===== config.mk =====
export PLATFORM = sky130hd
export DESIGN_NAME = mic_level_meter
export DESIGN_NICKNAME = d
export VERILOG_FILES = /design/src/rtl/mic_meter_pkg.sv /design/src/rtl/mic_dc_blocker.sv /design/src/rtl/mic_level_meter.sv
export SDC_FILE = /design/constraint.sdc
export NUM_CORES = 1
export LEC_CHECK = 0
export ABC_CLOCK_PERIOD_IN_PS = 5700
export CAP_MARGIN = 10
export CORE_MARGIN = 2
export CORE_UTILIZATION = 35
export DETAILED_ROUTE_END_ITERATION = 7
export DONT_BUFFER_PORTS = 1
export PLACE_DENSITY_LB_ADDON = 0.2
export SLEW_MARGIN = 25
export SYNTH_ARGS = -nofsm -noshare
export SYNTH_HDL_FRONTEND = slang
export SYNTH_SLANG_ARGS = --single-unit

===== constraint.sdc =====
create_clock -name clk -period 5.7 [get_ports clk]
set_input_delay 1.14 -clock clk [delete_from_list [all_inputs] [get_ports clk]]
set_output_delay 1.14 -clock clk [all_outputs]
set_load 0.05 [all_outputs]

===== src/rtl/mic_meter_pkg.sv =====
// Shared constants, sizing helpers and FSM state type for the mic level meter.
package mic_meter_pkg;

  localparam int unsigned DATA_W_DEF = 12;

  typedef enum logic {SETTLE, RUN} meter_state_t;

  function automatic int unsigned lvl_width(input int unsigned num_levels);
    return $clog2(num_levels + 1);
  endfunction

  function automatic int unsigned mid_scale(input int unsigned data_w);
    return 1 << (data_w - 1);
  endfunction

endpackage


===== src/rtl/mic_dc_blocker.sv =====
// Stage 1 of the mic level meter: IIR DC tracker, bias-removed magnitude, clip detect.
module mic_dc_blocker
  import mic_meter_pkg::*;
#(
  parameter int unsigned DATA_W   = DATA_W_DEF,
  parameter int unsigned DC_SHIFT = 8
) (
  input  logic              clk,
  input  logic              rst,
  input  logic [DATA_W-1:0] sample_in,
  input  logic              sample_valid,
  output logic [DATA_W-1:0] mag,
  output logic              mag_valid,
  output logic              clip_hit
);

  localparam int unsigned       ACC_W = DATA_W + DC_SHIFT;
  localparam logic [DATA_W-1:0] MID   = DATA_W'(mid_scale(DATA_W));

  logic [ACC_W-1:0]       dc_acc;
  logic [ACC_W-1:0]       acc_nx;
  logic [DATA_W-1:0]      dc;
  logic signed [DATA_W:0] dev;
  logic [DATA_W:0]        dev_abs;
  logic [DATA_W-1:0]      mag_nx;

  // Subtracting dc before adding the sample keeps the sum inside ACC_W bits.
  always_comb begin
    dc      = dc_acc[ACC_W-1:DC_SHIFT];
    acc_nx  = dc_acc - {{DC_SHIFT{1'b0}}, dc} + {{DC_SHIFT{1'b0}}, sample_in};
    dev     = $signed({1'b0, sample_in}) - $signed({1'b0, dc});
    dev_abs = dev[DATA_W] ? $unsigned(-dev) : $unsigned(dev);
    mag_nx  = (dev_abs > {1'b0, MID}) ? MID : dev_abs[DATA_W-1:0];
  end

  always_ff @(posedge clk or negedge rst) begin
    if (!rst) begin
      dc_acc    <= {MID, {DC_SHIFT{1'b0}}};
      mag       <= '0;
      mag_valid <= 1'b0;
      clip_hit  <= 1'b0;
    end else begin
      mag_valid <= sample_valid;
      if (sample_valid) begin
        dc_acc   <= acc_nx;
        mag      <= mag_nx;
        clip_hit <= (sample_in == '0) || (sample_in == '1);
      end
    end
  end

endmodule


===== src/rtl/mic_level_meter.sv =====
// Mic level meter: DC removal, decaying peak envelope, windowed loudness level.
// Define MIC_LEVEL_PEAK_HOLD_EN to build the peak-hold marker on peak_level.
module mic_level_meter
  import mic_meter_pkg::*;
#(
  parameter int unsigned  DATA_W       = DATA_W_DEF,
  parameter int unsigned  DC_SHIFT     = 8,
  parameter int unsigned  WIN_LOG2     = 10,
  parameter int unsigned  DECAY_STEP   = 16,
  parameter int unsigned  NUM_LEVELS   = 16,
  parameter int unsigned  SETTLE_WIN   = 4,
  parameter int unsigned  HOLD_WINDOWS = 8,
  localparam int unsigned LVL_W        = lvl_width(NUM_LEVELS)
) (
  input  logic              clk,
  input  logic              rst,
  input  logic [DATA_W-1:0] sample_in,
  input  logic              sample_valid,
  output logic [LVL_W-1:0]  level,
  output logic              level_valid,
  output logic [DATA_W-1:0] envelope,
  output logic              clip,
  output logic [LVL_W-1:0]  peak_level
);

  localparam int unsigned       PROD_W = DATA_W + LVL_W;
  localparam int unsigned       SET_W  = (SETTLE_WIN > 1) ? $clog2(SETTLE_WIN) : 1;
  localparam logic [DATA_W-1:0] DECAY  = DATA_W'(DECAY_STEP);
  localparam logic [LVL_W-1:0]  LVL_MAX = LVL_W'(NUM_LEVELS);
  localparam logic [SET_W-1:0]  SETTLE_LAST = SET_W'(SETTLE_WIN - 1);

  logic [DATA_W-1:0] mag;
  logic              mag_valid;
  logic              clip_hit;

  mic_dc_blocker #(
    .DATA_W   (DATA_W),
    .DC_SHIFT (DC_SHIFT)
  ) u_dc_blocker (
    .clk          (clk),
    .rst          (rst),
    .sample_in    (sample_in),
    .sample_valid (sample_valid),
    .mag          (mag),
    .mag_valid    (mag_valid),
    .clip_hit     (clip_hit)
  );

  // Stage 2: envelope, window max, clip accumulation, window counter.
  logic [DATA_W-1:0]   env, env_nx, win_max, win_max_nx;
  logic [WIN_LOG2-1:0] win_cnt;
  logic                clip_acc, win_close, win_first;

  always_comb begin
    if (mag >= env)      env_nx = mag;
    else if (env > DECAY) env_nx = env - DECAY;
    else                 env_nx = '0;
    win_first  = (win_cnt == '0);
    win_max_nx = (win_first || (env_nx > win_max)) ? env_nx : win_max;
  end

  always_ff @(posedge clk or negedge rst) begin
    if (!rst) begin
      env       <= '0;
      win_max   <= '0;
      win_cnt   <= '0;
      clip_acc  <= 1'b0;
      win_close <= 1'b0;
    end else begin
      win_close <= mag_valid && (win_cnt == '1);
      if (mag_valid) begin
        env      <= env_nx;
        win_max  <= win_max_nx;
        clip_acc <= win_first ? clip_hit : (clip_acc | clip_hit);
        win_cnt  <= win_cnt + WIN_LOG2'(1);
      end
    end
  end

  assign envelope = env;

  // Stage 3 reads the closed window's registers while stage 2 may already be
  // loading the next window's first sample in the same cycle.
  logic [PROD_W-1:0] lvl_prod, lvl_shift;
  logic [LVL_W-1:0]  lvl_raw, rep_level;
  logic              rep_clip;
  meter_state_t      state, state_nx;
  logic [SET_W-1:0]  settle_cnt, settle_nx;

  always_comb begin
    lvl_prod  = PROD_W'(win_max) * PROD_W'(NUM_LEVELS);
    lvl_shift = lvl_prod >> (DATA_W - 1);
    lvl_raw   = (lvl_shift > PROD_W'(NUM_LEVELS)) ? LVL_MAX : lvl_shift[LVL_W-1:0];
  end

  always_comb begin
    state_nx  = state;
    settle_nx = settle_cnt;
    rep_level = '0;
    rep_clip  = 1'b0;
    if (win_close && (state == SETTLE)) begin
      settle_nx = settle_cnt + SET_W'(1);
      if (settle_cnt == SETTLE_LAST) state_nx = RUN;
    end
    if (state == RUN) begin
      rep_level = lvl_raw;
      rep_clip  = clip_acc;
    end
  end

  always_ff @(posedge clk or negedge rst) begin
    if (!rst) begin
      state       <= SETTLE;
      settle_cnt  <= '0;
      level       <= '0;
      clip        <= 1'b0;
      level_valid <= 1'b0;
    end else begin
      state       <= state_nx;
      settle_cnt  <= settle_nx;
      level_valid <= win_close;
      if (win_close) begin
        level <= rep_level;
        clip  <= rep_clip;
      end
    end
  end

`ifdef MIC_LEVEL_PEAK_HOLD_EN
  localparam int unsigned HOLD_W = $clog2(HOLD_WINDOWS + 1);
  logic [HOLD_W-1:0] hold_cnt;

  // In the decay branch lvl_raw < peak_level, so peak_level-1 never drops below it.
  always_ff @(posedge clk or negedge rst) begin
    if (!rst) begin
      peak_level <= '0;
      hold_cnt   <= '0;
    end else if (win_close) begin
      if (state == SETTLE) begin
        peak_level <= '0;
        hold_cnt   <= '0;
      end else if (lvl_raw >= peak_level) begin
        peak_level <= lvl_raw;
        hold_cnt   <= HOLD_W'(HOLD_WINDOWS);
      end else if (hold_cnt != '0) begin
        hold_cnt <= hold_cnt - HOLD_W'(1);
      end else begin
        peak_level <= peak_level - LVL_W'(1);
      end
    end
  end
`else
  assign peak_level = level;
`endif

endmodule


# Word-level counts from Yosys, hierarchy flattened
# Index checks and enable logic that the tools add are counted.
[classes] bitwise=2 n_mux=8 n_lt_le_gt_ge=5 n_eq_ne=3 reduce_logical=8 n_addsub=7
[ops] operator="$mux W12" n=3
[ops] operator="$add A20 B12 Y20" n=1
[ops] operator="$sub A20 B12 Y20" n=1
[ops] operator="$gt A13 B12 Y1 const B" n=1
[ops] operator="$mux W13" n=1
[ops] operator="$neg A13 Y13" n=1
[ops] operator="$sub A12 B12 Y13" n=1
[ops] operator="$eq A12 B12 Y1 const B" n=1
[ops] operator="$ge A12 B12 Y1" n=1
[ops] operator="$gt A12 B12 Y1" n=1
[ops] operator="$gt A12 B5 Y1 const B" n=1
[ops] operator="$logic_not A12 Y1" n=1
[ops] operator="$sub A12 B5 Y12 const B" n=1
[ops] operator="$add A10 B1 Y10 const B" n=1
[ops] operator="$eq A10 B10 Y1 const B" n=1
[ops] operator="$logic_not A10 Y1" n=1
[ops] operator="$mux W5" n=2
[ops] operator="$gt A5 B5 Y1 const B" n=1
[ops] operator="$reduce_and A2 Y1" n=2
[ops] operator="$add A2 B1 Y2 const B" n=1
[ops] operator="$eq A2 B2 Y1 const B" n=1
[ops] operator="$logic_and A1 B1 Y1" n=2
[ops] operator="$logic_or A1 B1 Y1" n=2
[ops] operator="$mux W1" n=2
[ops] operator="2 further kinds" n=2
[word_totals] register_bits=80 inputBits=15 word_cells=47 out_inout_bits=24

# Depth between registers and ports, before layout
[depth] word_depth=6 mapped_depth=21 mapped_depth_nobuf=19

# By module
# From an unflattened synthesis, not the netlist that was laid out.
[hier_totals] hier_cells=713 hier_area_um2=6595.1
[by_module_without_submodules] module="mic_dc_blocker" seq_area_each_um2=852.1 area_per_inst_um2=3764.9 cells_per_inst=440 instances=1
[by_module_without_submodules] module="mic_level_meter" seq_area_each_um2=1151.1 area_per_inst_um2=2830.2 cells_per_inst=273 instances=1

# Worst setup path after synthesis
# OpenSTA, ideal clock, no wires.
[synth_timing] path_kind="flip-flop to flip-flop" start="register env[0], in the netlist envelope[0]" end="register win_max[0]" required_time_ns=5.616 t_arrival_ns=4.506 path_stages_with_launch=20 setup_ns=0.084 period_less_slack_ns=4.590 n_path_buf=1 path_slack_ns=1.110 path_cell_list="dfrtp_1 > ha_1 > nand2b_1 > a21o_1 > a21o_1 > a211oi_1 > o21ai_1 > and4_1 > clkbuf_1 > or4_1 > nand2_1 > ha_1 > a21o_1 > a21o_1 > a21o_1 > a21o_1 > a21o_1 > a21oi_1 > o21ai_0 > a31oi_1"
[synth_via] elab_chain_cells=6 word_cells_on_any_way=8 classes_between="add/sub: 1; order compare: 3; mux: 2; reduce/logical: 2"
[synth_rtl] element="start, declared" line_no="mic_level_meter.sv:50" text="logic [DATA_W-1:0] env, env_nx, win_max, win_max_nx;"
[synth_rtl] element="start signal, assigned" line_no="mic_level_meter.sv:72" text="env <= env_nx;"
[synth_rtl] element="$sub A12 B5 Y12 / $gt A12 B5 Y1 (equally long branches)" line_no="mic_level_meter.sv:56" text="else if (env > DECAY) env_nx = env - DECAY;"
[synth_rtl] element="$mux W12" line_no="mic_level_meter.sv:56"
[synth_rtl] element="$mux W12 (*)" line_no="mic_level_meter.sv:55" text="if (mag >= env) env_nx = mag;"
[synth_rtl] element="net env_nx[5]" line_no="mic_level_meter.sv:50"
[synth_rtl] element="$gt A12 B12 Y1 (*)" line_no="mic_level_meter.sv:59" text="win_max_nx = (win_first || (env_nx > win_max)) ? env_nx : win_max;"
[synth_rtl] element="$logic_or A1 B1 Y1 (*)" line_no="mic_level_meter.sv:59"
[synth_rtl] element="$reduce_and A2 Y1 (no line) (*)"
[synth_rtl] element="end signal, assigned" line_no="mic_level_meter.sv:73" text="win_max <= win_max_nx;"
[synth_rtl] element="end, declared" line_no="mic_level_meter.sv:50"
# The timed path passes the listed nets; every way through them passes the cells marked *.
# A chain may end at the register's enable or synchronous reset.

# Worst setup path after layout
[layout_timing] start="register env[1], in the netlist envelope[1]" end="register win_max[11]"
[layout_via] elab_chain_cells=6 word_cells_on_any_way=8 classes_between="add/sub: 1; order compare: 3; mux: 2; reduce/logical: 2"
[layout_rtl] element="$sub A12 B5 Y12 / $gt A12 B5 Y1 (equally long branches)" line_no="mic_level_meter.sv:56"
[layout_rtl] element="$mux W12" line_no="mic_level_meter.sv:56"
[layout_rtl] element="$mux W12 (*)" line_no="mic_level_meter.sv:55"
[layout_rtl] element="$gt A12 B12 Y1" line_no="mic_level_meter.sv:59"
[layout_rtl] element="$logic_or A1 B1 Y1" line_no="mic_level_meter.sv:59"
[layout_rtl] element="$reduce_and A2 Y1 (no line)"
# Mark *: on every way between the ends. The rest lies on a longest branch, timed or not.

==> results.toml <==
[min_path]
hp-class = "input port to asynchronous set/reset pin"

[route]
drt_pass1_iterations = 5
drt_iter0_drc = 265
via_per_inst = 5.47
drcViolationCount = 0
ant_nets = 0
wl_mm = 15.8
via_count = 5353
wl_per_cell_um = 16.1

[floorplan]
die_w_um = 140
rows = 49
ioPinCount = 39
start_util_pct = 36.0
fp.dieH_um = 140
core_um2 = 18100
die_area_um2 = 19700

[clock_tree]
hold_buffers = 0
postCtsSetupRepairBufs = 0
clock_latency_ns = 0.35
cts_sinks = 80
cts_buffers = 9
clockRootBuffer = "clkbuf_16"
h-tree-depth = 3
cts_buffer_depth = 2
post_cts_resized = 0
cts_tree = "done"
cts.clk_slew.worst_paths_ns = 0.06

[layout]
num-fill-cells = 1861
fin_area_um2 = 6980
nNetsFinal = 834
final_cell_mix = "inv_1 (113), dfrtp_1 (79), ha_1 (62), o21ai_0 (55), nand2_1 (47)"
drive_gt1_share_pct = 6.54
n_antenna_cell = 0
instances_no_fill = 978
layout_commonest_cell = "inv_1"
area_growth_pct = 7.15

[synth]
async_flop_share_pct = 100
yosysUniqueCellTypes = 78
yosysTopAreaCellShare_pct = 30.4
ys.flop_type = "dfrtp_1"
ys_seq_area_share_pct = 30.8
synth-seq-cells = 80
ys_top_cells_by_area = "dfrtp_1 (30%), ha_1 (12%), inv_1 (6.5%)"
synth-edff-count = 0
syn_inst = 751
synthesis.area_um2 = 6510
synth_nets = 841
yosys_warnings = 0
syn_area_per_cell_um2 = 8.67
synth_top_area_cell = "dfrtp_1"

[placement]
port_buffers = 0
dp.cells = 962
gp_congestion = 0.886
place_area_um2 = 6710
hpwl_mm = 11.9

[setup_path]
critPathArrivalTime_ns = 5.18
cp-start-kind = "register"
crit_chain = "inv_1 -> ha_1 -> a21o_1 -> a21o_1 -> a211oi_1 -> o21ai_1 -> and4_1 -> or4b_2 -> and2_1 -> ha_1 -> nor2b_1 -> o21a_1 -> o21ai_0 -> nand2b_1 -> a21oi_1 -> o21ai_1 -> a21oi_1 -> o31ai_1"
critPathKind = "register to register"
cp_slowest_cell = "or4b_2"
max_stage_delay_ns = 0.76
crit_required_ns = 5.95
crit_path_end_kind = "register"
path_max_fanout = 23

[grt]
grt_overflow = 0
grt_max_degree = 81
grt_pass1_vias = 5456
grt_pass1_wl_mm = 26.7
gr-usage-all-layers_pct = 16.9
antenna_found_initial = 0

[timing]
setup_violations = 0
hold_viol_final = 0
min_period_ns = 4.92
max_clock_freq_mhz = 203
drv_slew = 0
slew_headroom_pct = 39.8
skew_ns = 0.0107
rsz0062_at_grt = "false"
period_share_pct = 86.4
max_slew.worst_pin.slew_ns = 0.903
setup_tns_ns = 0

[job]
cap_violations = 0

[status]
status = "completed"
-- cell usage after synthesis, drive strengths merged, types with 3 or more instances --
cell type / number
or3: 7
and3: 8
a311oi: 3
mux2i: 7
o22ai: 13
or2: 3
a21oi: 37
buf: 10
nand3: 13
nand2b: 10
nor3: 13
o211ai: 6
dfrtp: 79
ha: 62
o31ai: 10
xnor2: 21
o21a: 7
fa: 13
o21ai: 57
o21bai: 4
nand2: 48
o211a: 3
a21o: 16
a31oi: 22
or4: 11
a211oi: 16
nor4: 8
and2: 6
a32o: 4
clkbuf: 15
nand4: 12
nor2b: 4
xor2: 18
inv: 113
nand3b: 4
nor2: 39
-- cells by family (layout without fill, tap and decap cells) --
group                    count (synthesis)  in the layout  synth area share [%]
AND/OR/NAND/NOR                        196            196                  16.0
AO/OA/AOI/OAI                          213            213                  21.7
XOR/XNOR                                39             39                  5.36
multiplexers                             9              9                  1.42
flip-flops                              80             80                  30.8
buffers and inverters                  139            137                  8.88
adder cells (fa/ha/maj)                 75             75                  15.9
-- metal layers --
metal	global-route usage [%]	routed length, um
met5	0	0
met4	6.65	376
met3	4.48	740
met2	28.7	7650
met1	20.4	7010
-- flip-flops by register name, indices dropped and copies added, names as in the netlist, 2 cells and up --
register and flops:
u_dc_blocker.dc_acc 20, envelope 12, u_dc_blocker.mag 12, win_max 12, win_cnt 10, level 5
settle_cnt 2
-- area by class of cell --
class	count	area [um2]	area share, %
clock buffers	10	229	3.28
clock inverters	6	43.8	0.628
inverters	113	424	6.08
multi-input cells	532	3930	56.3
flip-flops and latches	80	2000	28.7
well taps	229	287	4.11
repair buffers	8	60.1	0.861
-- worst paths after layout --
path | from | to | slack, ns | cells past startpoint
setup / recovery | envelope[1] | win_max[11] | 0.78 | 18
hold / removal | rst | envelope[6] | 0.48 | 0
setup reg to reg | envelope[1] | win_max[11] | 0.78 | 18
hold reg to reg | settle_cnt[0] | settle_cnt[0] | 0.48 | 1
max in group asynchronous | rst | u_dc_blocker.dc_acc[19] | 5.03 | 0
min in group clk | settle_cnt[0] | settle_cnt[0] | 0.48 | 1
-- metrics by stage --
stage | hold slack (ns) | util (%) | setup slack (ns)
finish | 0.478 | 38.6 | 0.775
global route | 0.458 | 38.6 | 0.371
CTS | 0.464 | 38.6 | 0.753
detailed placement | 0.471 | 37.1 | 0.765
global placement | 0.465 | 37.1 | 0.502
floorplan | 0.424 | - | 1.11
-- critical path: cells and delay by family, from the launching register on --
family                     cells  cell delay (ns)
DFF                            1             0.68
adders and majority gates      2             0.51
and+or+nand+nor                5             1.53
buffers and inverters          1             0.13
AOI/OAI and AO/OA             10             1.98
Power is left out: the tool's default activity adds up to more than one toggle a clock period on the data nets, which glitch-free logic cannot reach.
